<file path="config.mk">
export PLATFORM = sky130hd
export DESIGN_NAME = aes_bram_arbiter
export DESIGN_NICKNAME = d
export VERILOG_FILES = /design/src/rtl/aes_bram_arbiter.sv
export SDC_FILE = /design/constraint.sdc
export NUM_CORES = 1
export LEC_CHECK = 0
export ABC_AREA = 1
export ABC_CLOCK_PERIOD_IN_PS = 3400
export CORE_AREA = 2 2 142 144
export CTS_CLUSTER_DIAMETER = 30
export DETAILED_ROUTE_END_ITERATION = 7
export DIE_AREA = 0 0 144 146
export GPL_TIMING_DRIVEN = 0
export PLACE_DENSITY = 0.94
export RECOVER_POWER = 50
export SYNTH_ARGS = -nofsm -noshare
export SYNTH_HDL_FRONTEND = slang
export SYNTH_SLANG_ARGS = --single-unit
</file>
<file path="constraint.sdc">
create_clock -name aes_clk -period 3.4 [get_ports aes_clk]
set_input_delay 0.34 -clock aes_clk [delete_from_list [all_inputs] [get_ports aes_clk]]
set_output_delay 0.34 -clock aes_clk [all_outputs]
set_load 0.02 [all_outputs]
</file>
<file path="src/rtl/aes_bram_arbiter.sv">
// Round-robin arbiter sharing one BRAM start/complete port among NUM_REQ requesters.
// Serialises accesses, returns completion/error pulses and aborts accesses that never complete.
module aes_bram_arbiter #(
   parameter int          NUM_REQ           = 2,
   parameter int          TIMEOUT_CYCLES    = 256,
   parameter logic [31:0] GRANT_COUNT_RST   = 32'h0000_0000,
   parameter logic [15:0] TIMEOUT_COUNT_RST = 16'h0000,
   localparam int         IDW               = $clog2(NUM_REQ)
) (
   input  logic                  aes_clk,
   input  logic                  aes_rst_n,
   input  logic [NUM_REQ-1:0]    req_start_read,
   input  logic [NUM_REQ-1:0]    req_start_write,
   input  logic [32*NUM_REQ-1:0] req_addr,
   input  logic [32*NUM_REQ-1:0] req_write_data,
   output logic [NUM_REQ-1:0]    req_complete,
   output logic [NUM_REQ-1:0]    req_error,
   output logic [31:0]           req_read_data,
   output logic                  bram_start_read,
   output logic                  bram_start_write,
   output logic [31:0]           bram_addr,
   output logic [31:0]           bram_write_data,
   input  logic [31:0]           bram_read_data,
   input  logic                  bram_complete,
   output logic                  arb_busy,
   output logic [IDW-1:0]        arb_grant_id,
   output logic [31:0]           arb_grant_count,
   output logic [15:0]           arb_timeout_count
);
   localparam int                 CW        = $clog2(TIMEOUT_CYCLES);
   localparam logic [CW-1:0]      WAIT_LAST = CW'(TIMEOUT_CYCLES - 1);
   localparam logic [IDW-1:0]     LAST_RST  = IDW'(NUM_REQ - 1);
   localparam logic [NUM_REQ-1:0] ONE_HOT0  = {{(NUM_REQ-1){1'b0}}, 1'b1};

   typedef enum logic [1:0] {
      ST_IDLE = 2'd0,
      ST_WAIT = 2'd1,
      ST_DONE = 2'd2
   } state_t;

   state_t               r_state;
   logic [IDW-1:0]       r_last;
   logic [IDW-1:0]       r_grant_id;
   logic [31:0]          r_grant_cnt;
   logic [15:0]          r_tout_cnt;
   logic [CW-1:0]        r_wait_cnt;
   logic                 r_bram_rd;
   logic                 r_bram_wr;
   logic [31:0]          r_bram_addr;
   logic [31:0]          r_bram_wdata;
   logic [31:0]          r_rdata;
   logic [NUM_REQ-1:0]   r_complete;
   logic [NUM_REQ-1:0]   r_error;
   logic                 r_busy;

   logic [NUM_REQ-1:0]   w_pending;
   logic                 w_found;
   logic                 w_take;
   logic [IDW-1:0]       w_cand;
   logic [IDW-1:0]       w_winner;
   logic                 w_win_rd;
   logic                 w_win_wr;
   logic [31:0]          w_win_addr;
   logic [31:0]          w_win_wdata;
   logic [NUM_REQ-1:0]   w_win_oh;
   logic [NUM_REQ-1:0]   w_grant_oh;

   assign w_pending  = req_start_read | req_start_write;
   assign w_win_oh   = ONE_HOT0 << w_winner;
   assign w_grant_oh = ONE_HOT0 << r_grant_id;

   // Rotating search starting just after the last winner; first pending index wins.
   always_comb begin
      w_found     = 1'b0;
      w_take      = 1'b0;
      w_cand      = '0;
      w_winner    = r_last;
      w_win_rd    = 1'b0;
      w_win_wr    = 1'b0;
      w_win_addr  = 32'h0000_0000;
      w_win_wdata = 32'h0000_0000;
      for (int k = 1; k <= NUM_REQ; k++) begin
         w_cand      = IDW'((int'(r_last) + k) % NUM_REQ);
         w_take      = !w_found && w_pending[w_cand];
         w_winner    = w_take ? w_cand : w_winner;
         w_win_rd    = w_take ? req_start_read[w_cand] : w_win_rd;
         w_win_wr    = w_take ? req_start_write[w_cand] : w_win_wr;
         w_win_addr  = w_take ? req_addr[32*int'(w_cand) +: 32] : w_win_addr;
         w_win_wdata = w_take ? req_write_data[32*int'(w_cand) +: 32] : w_win_wdata;
         w_found     = w_found | w_take;
      end
   end

   // Arbitration state machine with all outputs registered.
   always_ff @(posedge aes_clk or negedge aes_rst_n) begin
      if (!aes_rst_n) begin
         r_state      <= ST_IDLE;
         r_last       <= LAST_RST;
         r_grant_id   <= '0;
         r_grant_cnt  <= GRANT_COUNT_RST;
         r_tout_cnt   <= TIMEOUT_COUNT_RST;
         r_wait_cnt   <= '0;
         r_bram_rd    <= 1'b0;
         r_bram_wr    <= 1'b0;
         r_bram_addr  <= 32'h0000_0000;
         r_bram_wdata <= 32'h0000_0000;
         r_rdata      <= 32'h0000_0000;
         r_complete   <= '0;
         r_error      <= '0;
         r_busy       <= 1'b0;
      end else begin
         case (r_state)
            ST_IDLE: begin
               if (w_found) begin
                  r_last       <= w_winner;
                  r_grant_id   <= w_winner;
                  r_grant_cnt  <= r_grant_cnt + 32'd1;
                  r_bram_addr  <= w_win_addr;
                  r_bram_wdata <= w_win_wdata;
                  r_busy       <= 1'b1;
                  // Read and write together is a protocol error: finish at once, no strobe.
                  if (w_win_rd && w_win_wr) begin
                     r_complete <= w_win_oh;
                     r_error    <= w_win_oh;
                     r_state    <= ST_DONE;
                  end else begin
                     r_bram_rd  <= w_win_rd;
                     r_bram_wr  <= w_win_wr;
                     r_wait_cnt <= '0;
                     r_state    <= ST_WAIT;
                  end
               end
            end
            ST_WAIT: begin
               if (bram_complete) begin
                  if (r_bram_rd) begin
                     r_rdata <= bram_read_data;
                  end
                  r_bram_rd  <= 1'b0;
                  r_bram_wr  <= 1'b0;
                  r_complete <= w_grant_oh;
                  r_error    <= '0;
                  r_state    <= ST_DONE;
               end else if (r_wait_cnt == WAIT_LAST) begin
                  r_bram_rd  <= 1'b0;
                  r_bram_wr  <= 1'b0;
                  r_tout_cnt <= (r_tout_cnt == 16'hFFFF) ? r_tout_cnt : r_tout_cnt + 16'd1;
                  r_complete <= w_grant_oh;
                  r_error    <= w_grant_oh;
                  r_state    <= ST_DONE;
               end else begin
                  r_wait_cnt <= r_wait_cnt + {{(CW-1){1'b0}}, 1'b1};
               end
            end
            ST_DONE: begin
               r_complete <= '0;
               r_error    <= '0;
               r_busy     <= 1'b0;
               r_state    <= ST_IDLE;
            end
            default: begin
               r_bram_rd  <= 1'b0;
               r_bram_wr  <= 1'b0;
               r_complete <= '0;
               r_error    <= '0;
               r_busy     <= 1'b0;
               r_state    <= ST_IDLE;
            end
         endcase
      end
   end

   assign req_complete      = r_complete;
   assign req_error         = r_error;
   assign req_read_data     = r_rdata;
   assign bram_start_read   = r_bram_rd;
   assign bram_start_write  = r_bram_wr;
   assign bram_addr         = r_bram_addr;
   assign bram_write_data   = r_bram_wdata;
   assign arb_busy          = r_busy;
   assign arb_grant_id      = r_grant_id;
   assign arb_grant_count   = r_grant_cnt;
   assign arb_timeout_count = r_tout_cnt;

endmodule
</file>
Word-level counts from Yosys, hierarchy flattened
Cells that the tools add are included.
{ "totals": {"reg_bits": 163, "input_bits": 167, "output_inout_bits": 152} }
{ "classes": {"addsub": 5, "magnitude_cmp": 2, "n_eq_ne": 10, "n_shift": 6, "n_mux": 49, "n_bitwise": 6, "n_reduce_logical": 13} }
{ "ops": {"columns": ["operator", "count"], "rows": [
  ["$shiftx A64 B7 Y32", 4],
  ["$mux W32", 4],
  ["$add A32 B1 Y32 const B", 1],
  ["$mux W8", 4],
  ["$mux W1", 25],
  ["$mux W2", 9],
  ["$add A16 B1 Y16 const B", 1],
  ["$eq A16 B16 Y1 const B", 1],
  ["$pmux W8 S2", 1],
  ["$pmux W2 S2", 3],
  ["$ne A2 B2 Y1 const B", 5],
  ["$add A8 B1 Y8 const B", 1],
  ["$eq A8 B8 Y1 const B", 1],
  ["$reduce_and A4 Y1", 2],
  ["$pmux W1 S3", 2],
  ["$reduce_and A2 Y1", 3],
  ["$reduce_and A3 Y1", 2],
  ["$reduce_and A5 Y1", 1],
  ["$lt A1 B2 Y1 const B", 2],
  ["$not A1 Y1", 4],
  ["$shl A1 B1 Y2 const A", 2],
  ["$ne A3 B3 Y1 const B", 1],
  ["$add A1 B1 Y1 const B", 2],
  ["$eq A2 B1 Y1 const B", 1],
  ["8 further kinds", 9]
]} }

Longest topological paths before layout
{ "depth": {"depth_word": 10, "ltp_mapped": 11, "ltp_nobuf": 10} }

Least setup slack after synthesis
No wires, ideal clock.
{ "synth_timing": {"path_type": "flip-flop to flip-flop", "start": "register r_tout_cnt[0], in the netlist arb_timeout_count[0]", "end": "register r_tout_cnt[3], in the netlist arb_timeout_count[3]", "arrival_ns": 1.699, "required_time_ns": 3.280, "setup_slack_ns": 1.581, "path_stages_with_launch": 10, "path_buffers": 1, "synth_period_minus_slack_ns": 1.819, "cell_sequence": "dfrtp_1 ha_1 inv_2 nor2_4 nand3_2 o21ai_4 inv_4 buf_6 nand3b_1 nand2_1"} }
{ "synth_via": {"elab_chain_len": 3, "word_cells_on_any_way": 4, "classes_between": "1 x add/sub; 1 x eq/ne; 1 x bitwise; 1 x reduce/logical"} }
{ "synth_rtl": {"columns": ["item", "line_no", "text"], "rows": [
  ["start, declared", "45", "logic [15:0] r_tout_cnt;"],
  ["start signal, assigned", "147", "r_tout_cnt <= (r_tout_cnt == 16'hFFFF) ? r_tout_cnt : r_tout_cnt + 16'd1;"],
  ["branches (longest 3 deep; another with $add A16 B1 Y16)", null, null]
]} }
Several ways; the timed one is not identified.
A chain may end at the register's enable or synchronous reset.

==> results by group <==
Critical path
  – Worst-path cell chain: dlygate4sd3_1, clkbuf_2, buf_16
  – Slowest cell on the critical path: clkbuf_2
  – Crit start category: input port
  – Arr. time, crit path: 2730 ps
  – Kind of critical path: input port to async pin
  – FF-to-FF path depth: 9
  – Critical path endpoint category: async pin
  – Worst path bufs/invs: 3
  – R2R Setup Slk: 1360 ps
  – WP depth: 3
  – Worst EP required: 3940 ps
  – CP max stage delay: 1340 ps
  – Critical path peak fanout: 93
  – Worst R2R End: arb_timeout_count[3]
  – CP top delay family: buffers and inverters
  – R2R Path Start: arb_timeout_count[0]

STA
  – Fin. Hold Viols: 0
  – Finish-stage setup viols: 0
  – Tcrit/Tclk final: 0.6426
  – Final Critical Period: 2185 ps
  – RSZ-0062 raised after global routing: false
  – Final count of pins violating max slew: about 70
  – Clock skew: between 10 and 15 ps
  – Max transition margin: -0.2712
  – Highest Clock Rate: 0.4577 GHz
  – Fin Hold WS: 468.3 ps
  – Worst Tran Pin Value: 1907 ps

Placed design
  – Routability cong.: 0.9117
  – Dpl cells: 1926
  – Port bufs: 318
  – Cell Area, Placed: 13160 sq um
  – Post-DP HPWL: 23.60 mm

Power and ir drop
  – Clk pwr share: 0.195
  – Pwr dens: a little under 800 nW/um^2
  – Pleak: between 6 and 7 nW
  – Sequential Power Share: 0.282
  – Maximum vdd drop: 444.3 uV
  – Internal: 6.187 mW
  – Switch share: 0.4291
  – Comb power frac: 0.523
  – NetSw: 4.651 mW

Min path
  – Hold Path Depth: 2
  – Hold WC Path Type: flip-flop to flip-flop
  – WHS Endpoint: req_error[0]
  – Hold_sp: req_error[0]

Clock network
  – Clock sink total: 163
  – Clock transition at path regs: 60 ps
  – TritonCTS clock tree: built
  – Clk Latency, worst-skew pair: 430 ps
  – Post-cts sizing count: 0
  – Total CTS buffers: 17
  – H-tree lvl count: 4
  – Root Driver: clkbuf_16
  – Clock tree buffer depth: 2

Floorplanning
  – Die area: 21020 sq um
  – Number of top-level pins: 319
  – Die height: about 150 um
  – DIE WIDTH: approximately 140 um
  – Core area: 19330 sq um
  – Initial Util: 0.4972
  – Num rows: 51

Final layout
  – Commonest non-fill, non-tap cell in the layout: nand2_1
  – Final Non-Filler Cells: 1963
  – # fillers: between 1.5k and 2k
  – Share of cells above drive strength 1: 0.07969
  – Final core utilization: 0.7131
  – Final Net Count: 1851
  – Layout area overhead: 43.40%
  – Finished Cell Area: 13790 sq um
  – Multi-input gate area: 4720 sq um
  – Sequential Area: 4080 sq um
  – Most frequent cells in the layout: 486 x nand2_1, 284 x clkdlybuf4s50_1, 162 x dfrtp_1

Synth
  – Synth Area per Inst: 7.164 sq um
  – FF+latch count, synth: between 150 and 200
  – Synth Net Count: about 1.5k
  – Mapped Cells: 1342
  – Synthesis warning total: 0
  – Post-synthesis sequential area ratio: 0.4244
  – Count of different cell masters after synthesis: 35
  – Post-Syn Area: 9614 sq um

Routing
  – DRT Pass-1 Iters: 5
  – Antenna Violating Nets Remaining: 0
  – Total number of vias: a little over 10k
  – Number of remaining DRC errors: 0
  – Vias per cell: around 5.3
  – Total wire length: 30.89 mm
  – DR iter-0 viols: 634
  – Wire length per cell: 15.74 um

Global routing
  – Met1 Track Usage GR: 0.3323
  – First-pass GRT wire length: 49.15 mm
  – Busiest grt layer: met2
  – Met3 Use GR: 0.07930
  – Largest net degree at the start of global routing: 94
  – Initial antenna violation count: 4
  – Total GRT Usage: 0.2919
  – M2 GR Usage: 0.5064
  – Vias in the first global route: 10.24k
  – GRT overflow: 0

Run status
  – Failing checks: capacitance limit, slew limit
  – Status: finished with violations

Flow run
  – Total of max-cap violations: 1
through the flow:
stage	total power, mW	setup TNS, ps	worst slack (ps)
detailed placement	8.818	0	1103
finish	10.84	0	1215
global placement	8.629	-738740	-4556
global route	11.52	0	853.1
floorplan	6.318	0	1581
CTS	10.94	0	1392
worst register-to-register path: cells and delay by family, from the launching register on:
kind	cells	cell delay, ps
and+or+nand+nor	4	430
DFF	1	460
AOI/OAI and AO/OA	1	320
adders and majority gates	1	360
buffers and inverters	3	360
power by group through the flow:
stage | clock network, mW | registers [mW] | logic, mW
detailed placement | 0 | 3.09 | 5.73
floorplan | 0 | 3.81 | 2.51
finish | 2.11 | 3.06 | 5.67
global route | 2.21 | 3.13 | 6.18
CTS | 2.13 | 3.07 | 5.74
global placement | 0 | 3.06 | 5.57
registers in the layout, indices dropped and copies added, names as in the netlist:
register           cells
bram_write_data       32
arb_grant_id           1
bram_start_write       1
r_last                 1
bram_start_read        1
arb_grant_count       32
req_read_data         32
r_state                2
arb_busy               1
req_complete           2
bram_addr             32
req_error              2
r_wait_cnt             8
arb_timeout_count     16
cells by family (layout without fill, tap and decap cells):
logic type | after synthesis | in the layout | synth area share
AO/OA/AOI/OAI | 221 | 221 | 0.1278
XOR/XNOR | 29 | 29 | 0.02642
adder cells (fa/ha/maj) | 3 | 3 | 0.003905
buffers and inverters | 184 | 536 | 0.08264
flip-flops | 163 | 163 | 0.4244
multiplexers | 33 | 33 | 0.03852
other | 0 | 4 | 0
AND/OR/NAND/NOR | 709 | 709 | 0.2963
synthesized netlist by cell type, drive strengths merged:
| master | count | area [sq um] |
|---|---|---|
| a21oi | 5 | 25.02 |
| a31oi | 64 | 400.4 |
| and3 | 1 | 6.260 |
| buf | 49 | 285.3 |
| clkbuf | 18 | 67.56 |
| dfrtp | 162 | 4054 |
| dfstp | 1 | 26.28 |
| ha | 3 | 37.54 |
| inv | 117 | 441.7 |
| mux2 | 32 | 360.3 |
| mux2i | 1 | 10.01 |
| nand2 | 488 | 1842 |
| nand3 | 44 | 235.2 |
| nand3b | 7 | 52.55 |
| nand4 | 7 | 43.79 |
| nor2 | 146 | 578.1 |
| nor3 | 15 | 85.08 |
| o21ai | 151 | 797.0 |
| o22ai | 1 | 6.260 |
| or2 | 1 | 6.260 |
| xnor2 | 8 | 70.07 |
| xor2 | 21 | 183.9 |
cell type report:
cell class | instances | area share
antenna | 4 | 0.0007260
clock inverter | 15 | 0.01561
sequential | 163 | 0.2959
inverter | 117 | 0.03204
buffer | 67 | 0.02523
tap | 265 | 0.02405
timing repair buffer | 320 | 0.2332
multi-input combinational | 995 | 0.3423
clock buffer | 17 | 0.03086
worst max-delay path by stage:
| stage | from | end | slack (ps) |
|---|---|---|---|
| after floorplan | arb_timeout_count[0] | arb_timeout_count[3] | 1580 |
| after global routing | aes_rst_n | bram_write_data[11] | 850 |
| after global placement | aes_rst_n | bram_write_data[3] | -4560 |
| final | aes_rst_n | arb_timeout_count[3] | 1220 |
| after CTS | arb_timeout_count[0] | arb_timeout_count[3] | 1390 |
| after detailed placement | req_start_write[1] | bram_addr[18] | 1100 |
metal layers:
metal  wire, um  up-vias
met1      11700     4795
met2      15440      498
met5          0        -
li1           -     5002
met4       1127        0
met3       2629       86
repair_timing:
| action | CTS | global route |
|---|---|---|
| setup buffers | 0 | 0 |
| hold buffers | 1 | 0 |
| hold endpoints to repair | 69 | 0 |
Power figures use the tool's default switching activity.
